`src/rtl/nubus_pkg.sv`:
```
// Shared types and constants for the NuBus slave controller.
package nubus_pkg;

  // Transfer phases of the slave.
  typedef enum logic [1:0] {
    StIdle   = 2'b00,
    StAccess = 2'b01,
    StAck    = 2'b10
  } nubus_state_e;

  // Acknowledge status codes driven during the ack cycle.
  localparam logic [1:0] ST_COMPLETE = 2'b00;
  localparam logic [1:0] ST_ERROR    = 2'b01;
  localparam logic [1:0] ST_TRYAGAIN = 2'b11;

  // Transfer mode pin encodings (active-low pins).
  localparam logic TM1N_READ  = 1'b1;
  localparam logic TM1N_WRITE = 1'b0;

endpackage

```
`src/rtl/nubus_prio_onehot.sv`:
```
// Lowest-index-first priority select: returns a one-hot (or zero) grant vector.
module nubus_prio_onehot #(
  parameter int unsigned N = 2
) (
  input  logic [N-1:0] req,
  output logic [N-1:0] gnt
);

  logic found;

  // Walk upward and keep only the first set request bit.
  always_comb begin
    gnt   = '0;
    found = 1'b0;
    for (int unsigned i = 0; i < N; i++) begin
      if (req[i] && !found) begin
        gnt[i] = 1'b1;
        found  = 1'b1;
      end
    end
  end

endmodule

```
`src/rtl/nubus_slave_ctrl.sv`:
```
// NuBus slave controller: window decode latch, local valid/ready handshake,
// one-cycle acknowledge with complete / error / try-again status.
module nubus_slave_ctrl
  import nubus_pkg::*;
#(
  parameter int unsigned NUM_WIN     = 2,
  parameter int unsigned ADDR_W      = 32,
  parameter int unsigned TIMEOUT_CYC = 255,
  parameter int unsigned CNT_W       = $clog2(TIMEOUT_CYC + 1)
) (
  input  logic               nub_clkn,
  input  logic               nub_reset,
  input  logic               nub_startn,
  input  logic               nub_ackn,
  input  logic               nub_tm1n,
  input  logic               nub_tm0n,
  input  logic [ADDR_W-1:0]  nub_ad,
  input  logic [NUM_WIN-1:0] win_hit,
  input  logic               mem_ready,
  input  logic               mem_err,
  output logic               slave_o,
  output logic [NUM_WIN-1:0] win_sel_o,
  output logic [ADDR_W-1:0]  addr_o,
  output logic               tm1n_o,
  output logic               tm0n_o,
  output logic               mem_valid_o,
  output logic               ackcy_o,
  output logic [1:0]         ack_stat_o
);

  localparam logic [CNT_W-1:0] CNT_LAST = CNT_W'(TIMEOUT_CYC - 1);
  localparam logic [CNT_W-1:0] CNT_MAX  = '1;

  nubus_state_e state_q, state_d;
  logic [CNT_W-1:0]   cnt_q, cnt_d;
  logic [NUM_WIN-1:0] win_gnt;
  logic               start_ok;

  logic               slave_d, tm1n_d, tm0n_d, valid_d, ackcy_d;
  logic [NUM_WIN-1:0] win_sel_d;
  logic [ADDR_W-1:0]  addr_d;
  logic [1:0]         stat_d;

  nubus_prio_onehot #(
    .N (NUM_WIN)
  ) u_prio (
    .req (win_hit),
    .gnt (win_gnt)
  );

  // Attention cycles (ACK low with START) and misses are not ours.
  assign start_ok = ~nub_startn & nub_ackn & (|win_hit);

  // Next-state and next-output decode; everything holds unless changed.
  always_comb begin
    state_d   = state_q;
    cnt_d     = cnt_q;
    slave_d   = slave_o;
    win_sel_d = win_sel_o;
    addr_d    = addr_o;
    tm1n_d    = tm1n_o;
    tm0n_d    = tm0n_o;
    valid_d   = mem_valid_o;
    ackcy_d   = ackcy_o;
    stat_d    = ack_stat_o;

    unique case (state_q)
      StIdle: begin
        if (start_ok) begin
          state_d   = StAccess;
          addr_d    = nub_ad;
          tm1n_d    = nub_tm1n;
          tm0n_d    = nub_tm0n;
          win_sel_d = win_gnt;
          valid_d   = 1'b1;
          slave_d   = 1'b1;
          cnt_d     = '0;
        end
      end

      StAccess: begin
        // Error beats ready; ready beats timeout in the same cycle.
        if (mem_err || mem_ready || (cnt_q == CNT_LAST)) begin
          state_d = StAck;
          valid_d = 1'b0;
          ackcy_d = 1'b1;
          if (mem_err) begin
            stat_d = ST_ERROR;
          end else if (mem_ready) begin
            stat_d = ST_COMPLETE;
          end else begin
            stat_d = ST_TRYAGAIN;
          end
        end else if (cnt_q != CNT_MAX) begin
          cnt_d = cnt_q + CNT_W'(1);
        end
      end

      StAck: begin
        state_d = StIdle;
        slave_d = 1'b0;
        ackcy_d = 1'b0;
        stat_d  = ST_COMPLETE;
      end

      default: begin
        state_d = StIdle;
      end
    endcase
  end

  // State and output registers with synchronous reset.
  always_ff @(posedge nub_clkn) begin
    if (nub_reset) begin
      state_q     <= StIdle;
      cnt_q       <= '0;
      slave_o     <= 1'b0;
      win_sel_o   <= '0;
      addr_o      <= '0;
      tm1n_o      <= 1'b1;
      tm0n_o      <= 1'b1;
      mem_valid_o <= 1'b0;
      ackcy_o     <= 1'b0;
      ack_stat_o  <= ST_COMPLETE;
    end else begin
      state_q     <= state_d;
      cnt_q       <= cnt_d;
      slave_o     <= slave_d;
      win_sel_o   <= win_sel_d;
      addr_o      <= addr_d;
      tm1n_o      <= tm1n_d;
      tm0n_o      <= tm0n_d;
      mem_valid_o <= valid_d;
      ackcy_o     <= ackcy_d;
      ack_stat_o  <= stat_d;
    end
  end

endmodule

```
`config.mk`:
```
export PLATFORM = sky130hd
export DESIGN_NAME = nubus_slave_ctrl
export DESIGN_NICKNAME = d
export VERILOG_FILES = /design/src/rtl/nubus_pkg.sv /design/src/rtl/nubus_prio_onehot.sv /design/src/rtl/nubus_slave_ctrl.sv
export SDC_FILE = /design/constraint.sdc
export NUM_CORES = 1
export LEC_CHECK = 0
export ABC_AREA = 1
export CAP_MARGIN = 20
export CORE_MARGIN = 1.5
export CORE_UTILIZATION = 38
export DETAILED_ROUTE_END_ITERATION = 8
export GPL_ROUTABILITY_DRIVEN = 0
export PLACE_DENSITY_LB_ADDON = 0.12
export SLEW_MARGIN = 20
export SYNTH_ARGS = -nofsm -noshare
export SYNTH_HDL_FRONTEND = slang
export SYNTH_SLANG_ARGS = --single-unit
export TNS_END_PERCENT = 10
```
`constraint.sdc`:
```
create_clock -name nub_clkn -period 1.35 [get_ports nub_clkn]
set_clock_uncertainty 0.05 [all_clocks]
set_input_delay 0.135 -clock nub_clkn [delete_from_list [all_inputs] [get_ports nub_clkn]]
set_output_delay 0.135 -clock nub_clkn [all_outputs]
set_load 0.1 [all_outputs]
```
==> impl_metrics.env, run 1 <==
export IMPL_viasPerCell=4.725
export IMPL_synth_fa_ha_area_share_pct=1.215
export IMPL_r2r_start="cnt_q[0]$_SDFFE_PP0P_"
export IMPL_layout_cells_non_filler=448
export IMPL_report_final_slew_viol_count=0
export IMPL_min_from="nub_ad[13]"
export IMPL_synthDistinctLibCells=26
export IMPL_seqPwrFrac_pct=44.2
export IMPL_hold_violations=0
export IMPL_synth_warnings=0
export IMPL_synth_fp_nets=321
export IMPL_die_w_um=76.62
export IMPL_io_pins=83
export IMPL_critical_path_most_common_cell="nand2_2"
export IMPL_firstDrtPassIters=4
export IMPL_max_stage_delay_ns=0.38
export IMPL_pre_cts_ws_ns=-0.2029
export IMPL_dp_hpwl_um=4226
export IMPL_critPathArrivalTime_ns=1.57
export IMPL_clock_path_buffers=2
export IMPL_fin_nets=422
export IMPL_ys_seq_elements=51
export IMPL_ff2ff_path_depth=10
export IMPL_synth_compound_area_share_pct=13.12
export IMPL_finalWorstSetupSlack_ns=-0.02635
export IMPL_clockRootBuffer="clkbuf_8"
export IMPL_crit_type="flop to flop"
export IMPL_num_antenna_cells=0
export IMPL_clkPwrFrac_pct=28.3
export IMPL_fp_row_count=26
export IMPL_endpoint="cnt_q[1]$_SDFFE_PP0P_"
export IMPL_hold_slack_ns=0.3258
export IMPL_yosys_top_cells_count="nand2_1 (96), dfxtp_1 (51), a21oi_1 (42)"
export IMPL_synthMuxAreaShare_pct=0
export IMPL_synth_xor_xnor_area_share_pct=0.4253
export IMPL_fin_util_pct=72.33
export IMPL_holdBufCountCts=0
export IMPL_synth_area_leader_cell="dfxtp_1"
export IMPL_synth_edf_count=0
export IMPL_power_leakage_nw=1.449
export IMPL_portBuffers=82
export IMPL_drive_above_1_share_pct=28.84
export IMPL_ys_top_cells_by_area="dfxtp_1 (50%), nand2_1 (17%), a21oi_1 (10%)"
export IMPL_core_area_um2=5172
export IMPL_power_density_nw_per_um2=984.7
export IMPL_drcViolationCount=0
export IMPL_cts_sinks=51
export IMPL_pwr_share_comb_pct=27.4
export IMPL_synth_top_family_by_area="simple AND/OR/NAND/NOR gates"
export IMPL_ys_seq_area_share_pct=49.57
export IMPL_ir_drop_mv=0.6463
export IMPL_setup_viol=5
export IMPL_antenna_found_initial=0
export IMPL_cp_max_fo=8
export IMPL_grt_start_max_net_pins=29
export IMPL_wire_per_inst_um=12.73
export IMPL_switching_share_pct=31.72
export IMPL_cts_tree="built"
export IMPL_synthArstFlopShare_pct=0
export IMPL_num_vias=2117
export IMPL_grt_use_total_pct=19.84
export IMPL_tightestPinTransition_ns=0.3022
export IMPL_insertion_delay_ns=0.30
export IMPL_switching_power_mw=1.168
export IMPL_die_area_um2=5871
export IMPL_finalInstanceArea_um2=3741
export IMPL_yosys_area_top_type_share_pct=49.57
export IMPL_synthFlopType="dfxtp_1"
export IMPL_cp_slowest_cell="dfxtp_4"
export IMPL_cp_end_kind="flop"
export IMPL_violations="negative setup slack"
export IMPL_synthSimpleGateAreaFrac_pct=29.40
export IMPL_grt_pass1_vias=2004
export IMPL_dp_cells=440
export IMPL_power_total_mw=3.684
export IMPL_crit_start="cnt_q[0]$_SDFFE_PP0P_"
export IMPL_worstReg2RegEnd="cnt_q[1]$_SDFFE_PP0P_"
export IMPL_numCtsBuffers=5
export IMPL_syn_area_per_cell_um2=7.435
export IMPL_start_util_pct=39.82
export IMPL_yosysMostFrequentCell="nand2_1"
export IMPL_grt_pass1_wl_um=9273
export IMPL_fp_dieH_um=76.62
export IMPL_worstPathCellList="inv_4, ha_4, inv_2, nor2_2, nand2_2, nand2_2, nand2_4, nand3_4, nand2_2, a21oi_2"
export IMPL_syn_area_um2=2059
export IMPL_place_area_um2=3520
export IMPL_fin_crit_ns=1.376
export IMPL_status="finished with violations"
export IMPL_maxSlewHeadroom_pct=79.83
export IMPL_grt_overflow_total=0
export IMPL_max_clock_freq_mhz=726.6
export IMPL_postRouteAntennaNets=0
export IMPL_syn_inst=277
export IMPL_cp_required_ns=1.54
export IMPL_drv_cap=0
export IMPL_cp_start_kind="flop"
export IMPL_period_share_pct=102.0
export IMPL_drtIter0Drc=119
export IMPL_intPower_mw=2.515
export IMPL_h_tree_depth=2
export IMPL_rsz0062_at_grt="true"
export IMPL_reg2reg_slack_ns=-0.03
export IMPL_hp_class="input pin to flop"
export IMPL_totalWireLength_um=5703
export IMPL_fin_setup_tns_ns=-0.07505
export IMPL_syn_to_final_growth_pct=81.65
export IMPL_clk_pin_slew_ns=0.09
==> worst max-delay path, delay by kind of cell, from the launching register on <==
family	cells	cell delay (ns)
AND/OR/NAND/NOR	6	0.55
flip-flops	1	0.38
AO/OA/AOI/OAI	1	0.12
adder cells (fa/ha/maj)	1	0.11
buffers and inverters	2	0.09
==> metal layers <==
metal / up-vias / GRT usage (%) / wire length (um) / part of all wire [%]
li1: 1089 / - / - / -
met1: 948 / 22.95 / 2388 / 42
met2: 76 / 34.73 / 2858 / 50
met3: 4 / 6.707 / 410 / 7.2
met4: 0 / 5.556 / 45 / 0.79
met5: - / 0 / 0 / 0
==> area by class of cell <==
class / instances / area, um2
Timing Repair Buffer: 106 / 1440
Fill cell: 417 / 1431
Sequential cell: 51 / 1032
Multi-Input combinational cell: 195 / 998.5
Tap cell: 70 / 87.58
Inverter: 19 / 76.32
Clock buffer: 5 / 68.82
Clock inverter: 2 / 37.54
==> how the worst min path moves through the flow <==
| stage | to | slack, ns | depth (start not counted) |
|---|---|---|---|
| floorplan | ack_stat_o[0]$_SDFFE_PP0P_ | 0.19 | 2 |
| global placement | win_sel_o[0]$_SDFFE_PP0P_ | 0.42 | 2 |
| detailed placement | win_sel_o[0]$_SDFFE_PP0P_ | 0.43 | 2 |
| CTS | addr_o[13]$_SDFFE_PP0P_ | 0.32 | 3 |
| global route | addr_o[7]$_SDFFE_PP0P_ | 0.32 | 3 |
| finish | addr_o[13]$_SDFFE_PP0P_ | 0.33 | 3 |
==> cell usage in the layout (no fill, tap or decap), drive strengths merged <==
master         synthesis  layout
o21ai                  4       4
ha                     2       2
clkinvlp               0       1
bufinv                 0       1
buf                    5      65
nand2                101     101
nor2                  18      18
nand4                  5       5
nor3                   1       1
nand3                 15      15
dfxtp                 51      51
a21oi                 45      45
or2                    1       1
clkdlybuf4s50          0      41
xor2                   1       1
clkbuf                 7       5
a211oi                 1       1
inv                   19      19
a31oi                  1       1
==> registers in the layout, summed over array words and instances, names as in the netlist <==
register and flops:
tm1n_o 1, ackcy_o 1, slave_o 1, win_sel_o 2, mem_valid_o 1, ack_stat_o 2
cnt_q 8, tm0n_o 1, addr_o 32, state_q 2
==> timing repair <==
| action | 4_1_cts | 5_1_grt |
|---|---|---|
| pin swaps | 5 | 7 |
| gates resized for setup | 12 | 19 |
| setup buffers | 0 | 1 |
| setup endpoints to repair | 10 | 27 |
| gates cloned | 0 | 0 |
==> power groups by stage <==
| stage | Sequential (mW) | Combinational, mW | Clock, mW |
|---|---|---|---|
| floorplan | 2.04 | 0.167 | 0 |
| global placement | 1.66 | 0.991 | 0 |
| detailed placement | 1.67 | 0.999 | 0 |
| CTS | 1.63 | 1.01 | 1.06 |
| global route | 1.64 | 1.06 | 1.13 |
| finish | 1.63 | 1.01 | 1.04 |
==> kinds of logic after synthesis <==
kind of cell               after synthesis
buffers and inverters                   31
and+or+nand+nor                        141
adders and majority gates                2
AOI/OAI and AO/OA                       51
DFF                                     51
xor gates and xnor gates                 1
Note: power is estimated with default switching activity, not from simulation.
==> run 2: changes to the inputs <==
CAP_MARGIN = not set   (was 20)
CORE_UTILIZATION = 43   (was 38)
CTS_CLUSTER_SIZE = 10   (was not set)
clock period = 1.38 ns   (was 1.35 ns; I/O delays follow)
==> run 2 against run 1 <==
Against the previous run: the flow still finishes with violations (negative setup slack); worst setup slack worse by 0.0040 ns; first-iteration DRC count increased by 23%; sequential cell count unchanged; total power increased by 0.86%; non-clock buffer count is 5 lower; routed wire length rose by 14%; fmax down 2.4%; utilization grew 11 points; largest power group unchanged; highest routed layer unchanged.
==> impl_metrics.env, run 2 (synthesis results as in run 1) <==
export IMPL_firstDrtPassIters=4
export IMPL_grt_use_total_pct=25.21
export IMPL_hp_class="input pin to flop"
export IMPL_dp_cells=416
export IMPL_grt_pass1_vias=2147
export IMPL_layout_cells_non_filler=426
export IMPL_start_util_pct=46.03
export IMPL_clockRootBuffer="clkbuf_8"
export IMPL_num_antenna_cells=0
export IMPL_cp_max_fo=4
export IMPL_fp_row_count=24
export IMPL_grt_overflow_total=0
export IMPL_largest_register="addr_o"
export IMPL_grt_use_met1_pct=26.86
export IMPL_max_stage_delay_ns=0.38
export IMPL_report_final_slew_viol_count=0
export IMPL_fin_crit_ns=1.410
export IMPL_tightestPinTransition_ns=0.3230
export IMPL_cts_sinks=51
export IMPL_power_density_nw_per_um2=999.9
export IMPL_finalInstanceArea_um2=3716
export IMPL_wire_per_inst_um=15.32
export IMPL_syn_to_final_growth_pct=80.44
export IMPL_grt_start_max_net_pins=31
export IMPL_hold_violations=0
export IMPL_power_total_mw=3.716
export IMPL_mostFrequentLayoutCell="nand2_1"
export IMPL_critPathArrivalTime_ns=1.60
export IMPL_fin_nets=417
export IMPL_die_area_um2=5214
export IMPL_cp_slowest_cell="dfxtp_4"
export IMPL_drcViolationCount=0
export IMPL_largest_reg_flops=32
export IMPL_drive_above_1_share_pct=29.14
export IMPL_insertion_delay_ns=0.31
export IMPL_critical_path_most_common_cell="nand2_4"
export IMPL_fp_dieH_um=72.21
export IMPL_max_clock_freq_mhz=709.0
export IMPL_violations="negative setup slack"
export IMPL_die_w_um=72.21
export IMPL_crit_type="flop to flop"
export IMPL_postRouteAntennaNets=0
export IMPL_fin_setup_tns_ns=-0.1809
export IMPL_num_vias=2258
export IMPL_drtIter0Drc=146
export IMPL_antenna_found_initial=0
export IMPL_numCtsBuffers=5
export IMPL_reg2reg_slack_ns=-0.03
export IMPL_cts_tree="built"
export IMPL_totalWireLength_um=6525
export IMPL_met2_usage_pct=45.27
export IMPL_h_tree_depth=2
export IMPL_ir_drop_mv=1.005
export IMPL_viasPerCell=5.300
export IMPL_met3_usage_pct=8.750
export IMPL_period_share_pct=102.2
export IMPL_holdBufCountCts=0
export IMPL_hold_slack_ns=0.3144
export IMPL_status="finished with violations"
export IMPL_clk_pin_slew_ns=0.10
export IMPL_worstPathCellList="inv_4, ha_4, inv_2, nor2_4, nand2_4, nand2_4, buf_4, nand3_1, a21oi_1"
export IMPL_core_area_um2=4474
export IMPL_finalWorstSetupSlack_ns=-0.03038
export IMPL_dp_hpwl_um=4310
export IMPL_layout_common_cells="nand2_1 (90), dfxtp_1 (45), buf_12 (42)"
export IMPL_power_leakage_nw=1.457
export IMPL_cp_start_kind="flop"
export IMPL_cp_end_kind="flop"
export IMPL_place_area_um2=3438
export IMPL_setup_viol=8
export IMPL_drv_cap=0
export IMPL_clock_path_buffers=2
export IMPL_globalRoute_busiestLayer="met2"
export IMPL_fin_util_pct=83.05
export IMPL_grt_pass1_wl_um=10020
export IMPL_maxSlewHeadroom_pct=78.44
export IMPL_portBuffers=82
export IMPL_io_pins=83
export IMPL_cp_required_ns=1.57
export IMPL_fillers=256
export IMPL_rsz0062_at_grt="true"
export IMPL_pre_cts_ws_ns=-0.1368
export IMPL_reg_largest_list="addr_o: 32 flops, cnt_q: 8 flops"
## run 2: worst max-delay path, delay by kind of cell, from the launching register on
kind | cells | cell delay [ns]
buffers and inverters | 3 | 0.23
DFF | 1 | 0.38
adders and majority gates | 1 | 0.12
and+or+nand+nor | 4 | 0.40
AOI/OAI and AO/OA | 1 | 0.14
## run 2: final cells by class
type                            count  area, um2  area share [%]
Sequential cell                    51       1033           27.81
Tap cell                           52      65.06           1.751
Clock inverter                      2      38.79           1.044
Timing Repair Buffer              101       1386           37.31
Clock buffer                        6      82.58           2.222
Inverter                           19      73.82           1.987
Multi-Input combinational cell    195       1036           27.88
## run 2: power by group
| group | switching, mW | internal, mW | leakage, nW |
|---|---|---|---|
| clock | 0.532 | 0.597 | 0.0618 |
| sequential | 0.0659 | 1.53 | 0.419 |
| combinational | 0.599 | 0.392 | 0.977 |
| total | 1.20 | 2.52 | 1.46 |
## run 2: repair_timing
action                                  in CTS  in global routing
buffers inserted                             0                  2
pin swaps                                    7                  9
endpoints found under the hold margin        0                  0
endpoints found under the setup margin      11                 44
cloned                                       0                  0
resized for setup                           20                 19
## run 2: path summary, 6_finish.rpt
kind	endpoint	startpoint	cells past startpoint
min	addr_o[8]$_SDFFE_PP0P_	nub_ad[8]	3
min reg2reg	cnt_q[0]$_SDFFE_PP0P_	cnt_q[0]$_SDFFE_PP0P_	1
max	ack_stat_o[1]$_SDFFE_PP0P_	cnt_q[0]$_SDFFE_PP0P_	9
max reg2reg	ack_stat_o[1]$_SDFFE_PP0P_	cnt_q[0]$_SDFFE_PP0P_	9
## run 2: layer usage
metal  share of wire, %  up-vias
met5                  0        -
met1                 36     1072
met3                7.6       19
li1                   -     1076
met2                 53       91
met4                2.5        0
==> RTL edit 1: new RTL, config.mk and constraints of run 2 <==
Change the parameter `TIMEOUT_CYC` from 255 to 510.
--- a/src/rtl/nubus_slave_ctrl.sv
+++ b/src/rtl/nubus_slave_ctrl.sv
@@ -5,7 +5,7 @@
 #(
   parameter int unsigned NUM_WIN     = 2,
   parameter int unsigned ADDR_W      = 32,
-  parameter int unsigned TIMEOUT_CYC = 255,
+  parameter int unsigned TIMEOUT_CYC = 510,
   parameter int unsigned CNT_W       = $clog2(TIMEOUT_CYC + 1)
 ) (
   input  logic               nub_clkn,
Behaviour: same outputs for any inputs over 10 cycles, from zero or initial values and one cycle with nub_reset high; that may be too few to reach the edited logic, so the function may still have changed.
==> RTL edit 1 against run 2 <==
- global-route usage shrank 4.1 points
- sequential cell count up 1
- setup slack lost 0.21 ns
- the flow still finishes with violations (setup timing)
- via count shrank 6.9%
- total power shrank 7.1%
- area after synthesis rose by 0.55%
- maximum frequency down 13%
- critical endpoint is now cnt_q[1]$_SDFFE_PP0P_
- cell count up 0.94%
- cell area down 2.4%
- routed wire length decreased by 18%
==> RTL edit 1: results <==
[layout]
multi_input_cells = 197
fin_area_sq_um = 3630
reg_top3 = "addr_o x32, cnt_q x9"
fill_cells = 333
buffer_area_share_pct = 39.0
nNonClkInverters = 18
layout-drive-gt1-share_pct = 23.4

[global_routing]
grtUsageMet2_pct = 36.2
grt_pass1_vias = 2013

[yosys]
postSynthAreaPerCell_sq_um = 7.42
synth_common_cells = "104 x nand2_1, 52 x dfxtp_1, 46 x a21oi_1"

[sta]
setup_slack_ns = -0.236
setup_violations = 12

[power]
ir_drop_mv = 0.790
leakagePower_nw = 1.44

[worst_setup_path]
ff2ff_path_depth = 10
worstReg2RegStart = "cnt_q[1]$_SDFFE_PP0P_"

[min_path]
worstHoldStart = "nub_reset"
whs_path_depth = 2

[detailed_routing]
dr_wl_met2_mm = 2.62
wirelength_met1_mm = 2.22
drtIter0Drc = 133
vias_per_cell = 4.89

[outcome]
violations = "setup timing"
outcome = "complete, but fails checks"
[RTL edit 1: cell types whose count changed after synthesis, moves of 2 or more]
| cell | run 2 | this run |
|---|---|---|
| nand2_1 | 96 | 104 |
| nand3_1 | 13 | 8 |
| a21oi_1 | 42 | 46 |
| nor2_2 | 3 | 0 |
| a21oi_2 | 3 | 1 |
| nand2_2 | 4 | 2 |
| nand4_1 | 4 | 2 |
| nor2_1 | 15 | 17 |
[RTL edit 1: cells by family after synthesis]
group | Yosys count | share of synthesized area [%]
flops | 52 | 50.3
simple gates | 140 | 28.0
compound gates | 51 | 12.7
buf+inv | 31 | 6.28
fa+ha+maj | 3 | 1.81
xor+xnor | 2 | 0.846
[RTL edit 1: critical path: stages, from the launching register on]
cell,delay [ns]
dfxtp_2,0.34
ha_2,0.17
nand2_1,0.06
inv_2,0.05
nand2_4,0.06
nor3_4,0.04
ha_2,0.19
inv_1,0.06
nand4_1,0.16
or2_1,0.27
a21oi_2,0.11
[RTL edit 1: metrics by stage]
| step | power [mW] | TNS [ns] | setup slack (ns) |
|---|---|---|---|
| 6_report | 3.45 | -1.86 | -0.236 |
| 5_1_grt | 3.59 | -3.45 | -0.318 |
| 4_1_cts | 3.48 | -1.97 | -0.225 |
| 3_5_place_dp | 2.59 | -9.26 | -0.303 |
| 3_3_place_gp | 2.58 | -8.14 | -0.254 |
| 2_1_floorplan | 2.16 | -1.10 | -0.135 |
[RTL edit 1: report_power, final]
group          switching, mW  internal [mW]  total, mW
sequential            0.0585           1.56       1.62
clock                  0.482          0.410      0.893
combinational          0.565          0.378      0.943
total                   1.11           2.35       3.45
[RTL edit 1: repair_timing]
item,CTS,global route
endpoints found under the hold margin,0,0
setup endpoints to repair,12,17
pin swaps,7,4
resized for setup,6,6
gates cloned,1,0
==> RTL edit 2: new RTL, flow settings as in run 2 <==
Without the edit above. Encoding of `nubus_state_e`: now one-hot (3 bits for 3 states).
--- a/src/rtl/nubus_pkg.sv
+++ b/src/rtl/nubus_pkg.sv
@@ -2,10 +2,10 @@
 package nubus_pkg;
 
   // Transfer phases of the slave.
-  typedef enum logic [1:0] {
-    StIdle   = 2'b00,
-    StAccess = 2'b01,
-    StAck    = 2'b10
+  typedef enum logic [2:0] {
+    StIdle   = 3'b001,
+    StAccess = 3'b010,
+    StAck    = 3'b100
   } nubus_state_e;
 
   // Acknowledge status codes driven during the ack cycle.
Behaviour: same outputs for any inputs over 10 cycles, from zero or initial values and one cycle with nub_reset high; not proved beyond that.
==> RTL edit 2 against run 2 <==
- the run still ends with setup timing left
- total power rose by 8.5%
- combinational power rose by 45%
- sequential power rose by 6%
- first-iteration DRC count fell by 8.9%
- area after synthesis rose by 4.7%
- via count rose by 0.89%
- maximum frequency fell by 3.5%
- setup slack got worse by 0.052 ns
- sequential cell count rose by 1
- cell area rose by 6.6%
- routed wire length rose by 2.0%
==> RTL edit 2: results <==
[layout]
reg_top3 = "addr_o x32, cnt_q x8, state_q x3"
fill_cells = 266
layout-drive-gt1-share_pct = 30.3

[global_routing]
antenna_found_initial = 0
grt_usage_pct = 24.9
grt_pass1_wl_mm = 10.1
grt_pass1_vias = 2136
grt_max_degree = 41

[detailed_routing]
drtIter0Drc = 133
wl_per_cell_um = 14.6
num_vias = 2278
routed_wl_mm = 6.66

[worst_setup_path]
crit_arrival_ns = 1.66
critPathMaxFanout = 7
ff2ff_path_depth = 7

[yosys]
synth_common_cells = "84 x nor2_1, 52 x dfxtp_1, 36 x nand2_1"
seq_area_frac_synth_pct = 48.3
postSynthAreaPerCell_sq_um = 7.62
syn_nets = 327
ys_types = 28
ys_top_cells_by_area = "dfxtp_1 48%, nor2_1 15%, o21ai_0 7.9%"

[clock_tree]
cts_max_path_buffers = 2

[power]
leakagePower_nw = 1.53
ir_drop_mv = 0.866

[outcome]
violations = "setup timing"
outcome = "complete, but fails checks"

[sta]
setup_violations = 9
hold_slack_ns = 0.337
worstMarginPinSlew_ns = 0.297
setup_slack_ns = -0.0819

[place]
pre_cts_ws_ns = -0.317
dp_hpwl_mm = 3.85

[min_path]
worstHoldStart = "nub_tm0n"
hp-class = "input pin to flip-flop"
hold_end = "tm0n_o$_SDFFE_PP1P_"
## RTL edit 2: cell types whose count changed after synthesis, moves of 3 or more
| cell | before | now |
|---|---|---|
| o21ai_0 | 3 | 34 |
| a21oi_1 | 42 | 12 |
| nand2_1 | 96 | 36 |
| nand2_2 | 4 | 1 |
| nand4_1 | 4 | 0 |
| nor2_1 | 15 | 84 |
| inv_1 | 17 | 12 |
## RTL edit 2: layout make-up
cell class                      instances  share of cell area [%]
Clock inverter                          1                   0.190
Multi-Input combinational cell        205                    27.8
Inverter                               14                    1.52
Tap cell                               67                    2.12
Timing Repair Buffer                  110                    39.6
Sequential cell                        52                    26.6
Clock buffer                            7                    2.18
## RTL edit 2: stage by stage
stage / TNS [ns] / cell area (sq um)
6_report: -0.543 / 3960
5_1_grt: -2.33 / 3960
4_1_cts: -0.303 / 3850
3_5_place_dp: -12.03 / 3530
3_3_place_gp: -9.93 / 3530
2_1_floorplan: 0 / 2160
## RTL edit 2: worst max path at each step
stage	slack (ns)	depth (start not counted)	to	start
after floorplan	0.0006	7	cnt_q[0]$_SDFFE_PP0P_	cnt_q[1]$_SDFFE_PP0P_
after global placement	-0.25	8	addr_o[0]$_SDFFE_PP0P_	win_hit[0]
after detailed placement	-0.32	8	addr_o[29]$_SDFFE_PP0P_	win_hit[0]
after CTS	-0.04	9	cnt_q[6]$_SDFFE_PP0P_	cnt_q[0]$_SDFFE_PP0P_
after global routing	-0.16	6	cnt_q[2]$_SDFFE_PP0P_	cnt_q[1]$_SDFFE_PP0P_
final	-0.08	7	cnt_q[5]$_SDFFE_PP0P_	cnt_q[0]$_SDFFE_PP0P_
## RTL edit 2: repair_timing
action / CTS / global route
cloned: 5 / 0
pin swaps: 19 / 7
endpoints found under the setup margin: 18 / 50
setup buffers: 7 / 3
gates resized for setup: 23 / 23
## RTL edit 2: kinds of logic after synthesis
| logic type | after synthesis | share of synthesized area, % |
|---|---|---|
| AND/OR/NAND/NOR | 148 | 30.6 |
| AO/OA/AOI/OAI | 53 | 13.3 |
| flip-flops | 52 | 48.3 |
| buffers and inverters | 28 | 6.67 |
| adder cells (fa/ha/maj) | 2 | 1.16 |
## RTL edit 2: layer usage
| metal | global-route usage [%] | routed length (um) | vias up |
|---|---|---|---|
| met5 | 0 | 0 | - |
| met4 | 11.5 | 152 | 0 |
| met3 | 7.96 | 464 | 13 |
| met2 | 41.4 | 3490 | 82 |
| met1 | 28.9 | 2550 | 1060 |
| li1 | - | - | 1123 |
## RTL edit 2: where the power goes
part           switching (mW)  internal, mW  total, mW
Clock                   0.494         0.408      0.902
Sequential             0.0997          1.59       1.69
Combinational           0.853         0.585       1.44
Total                    1.45          2.59       4.03
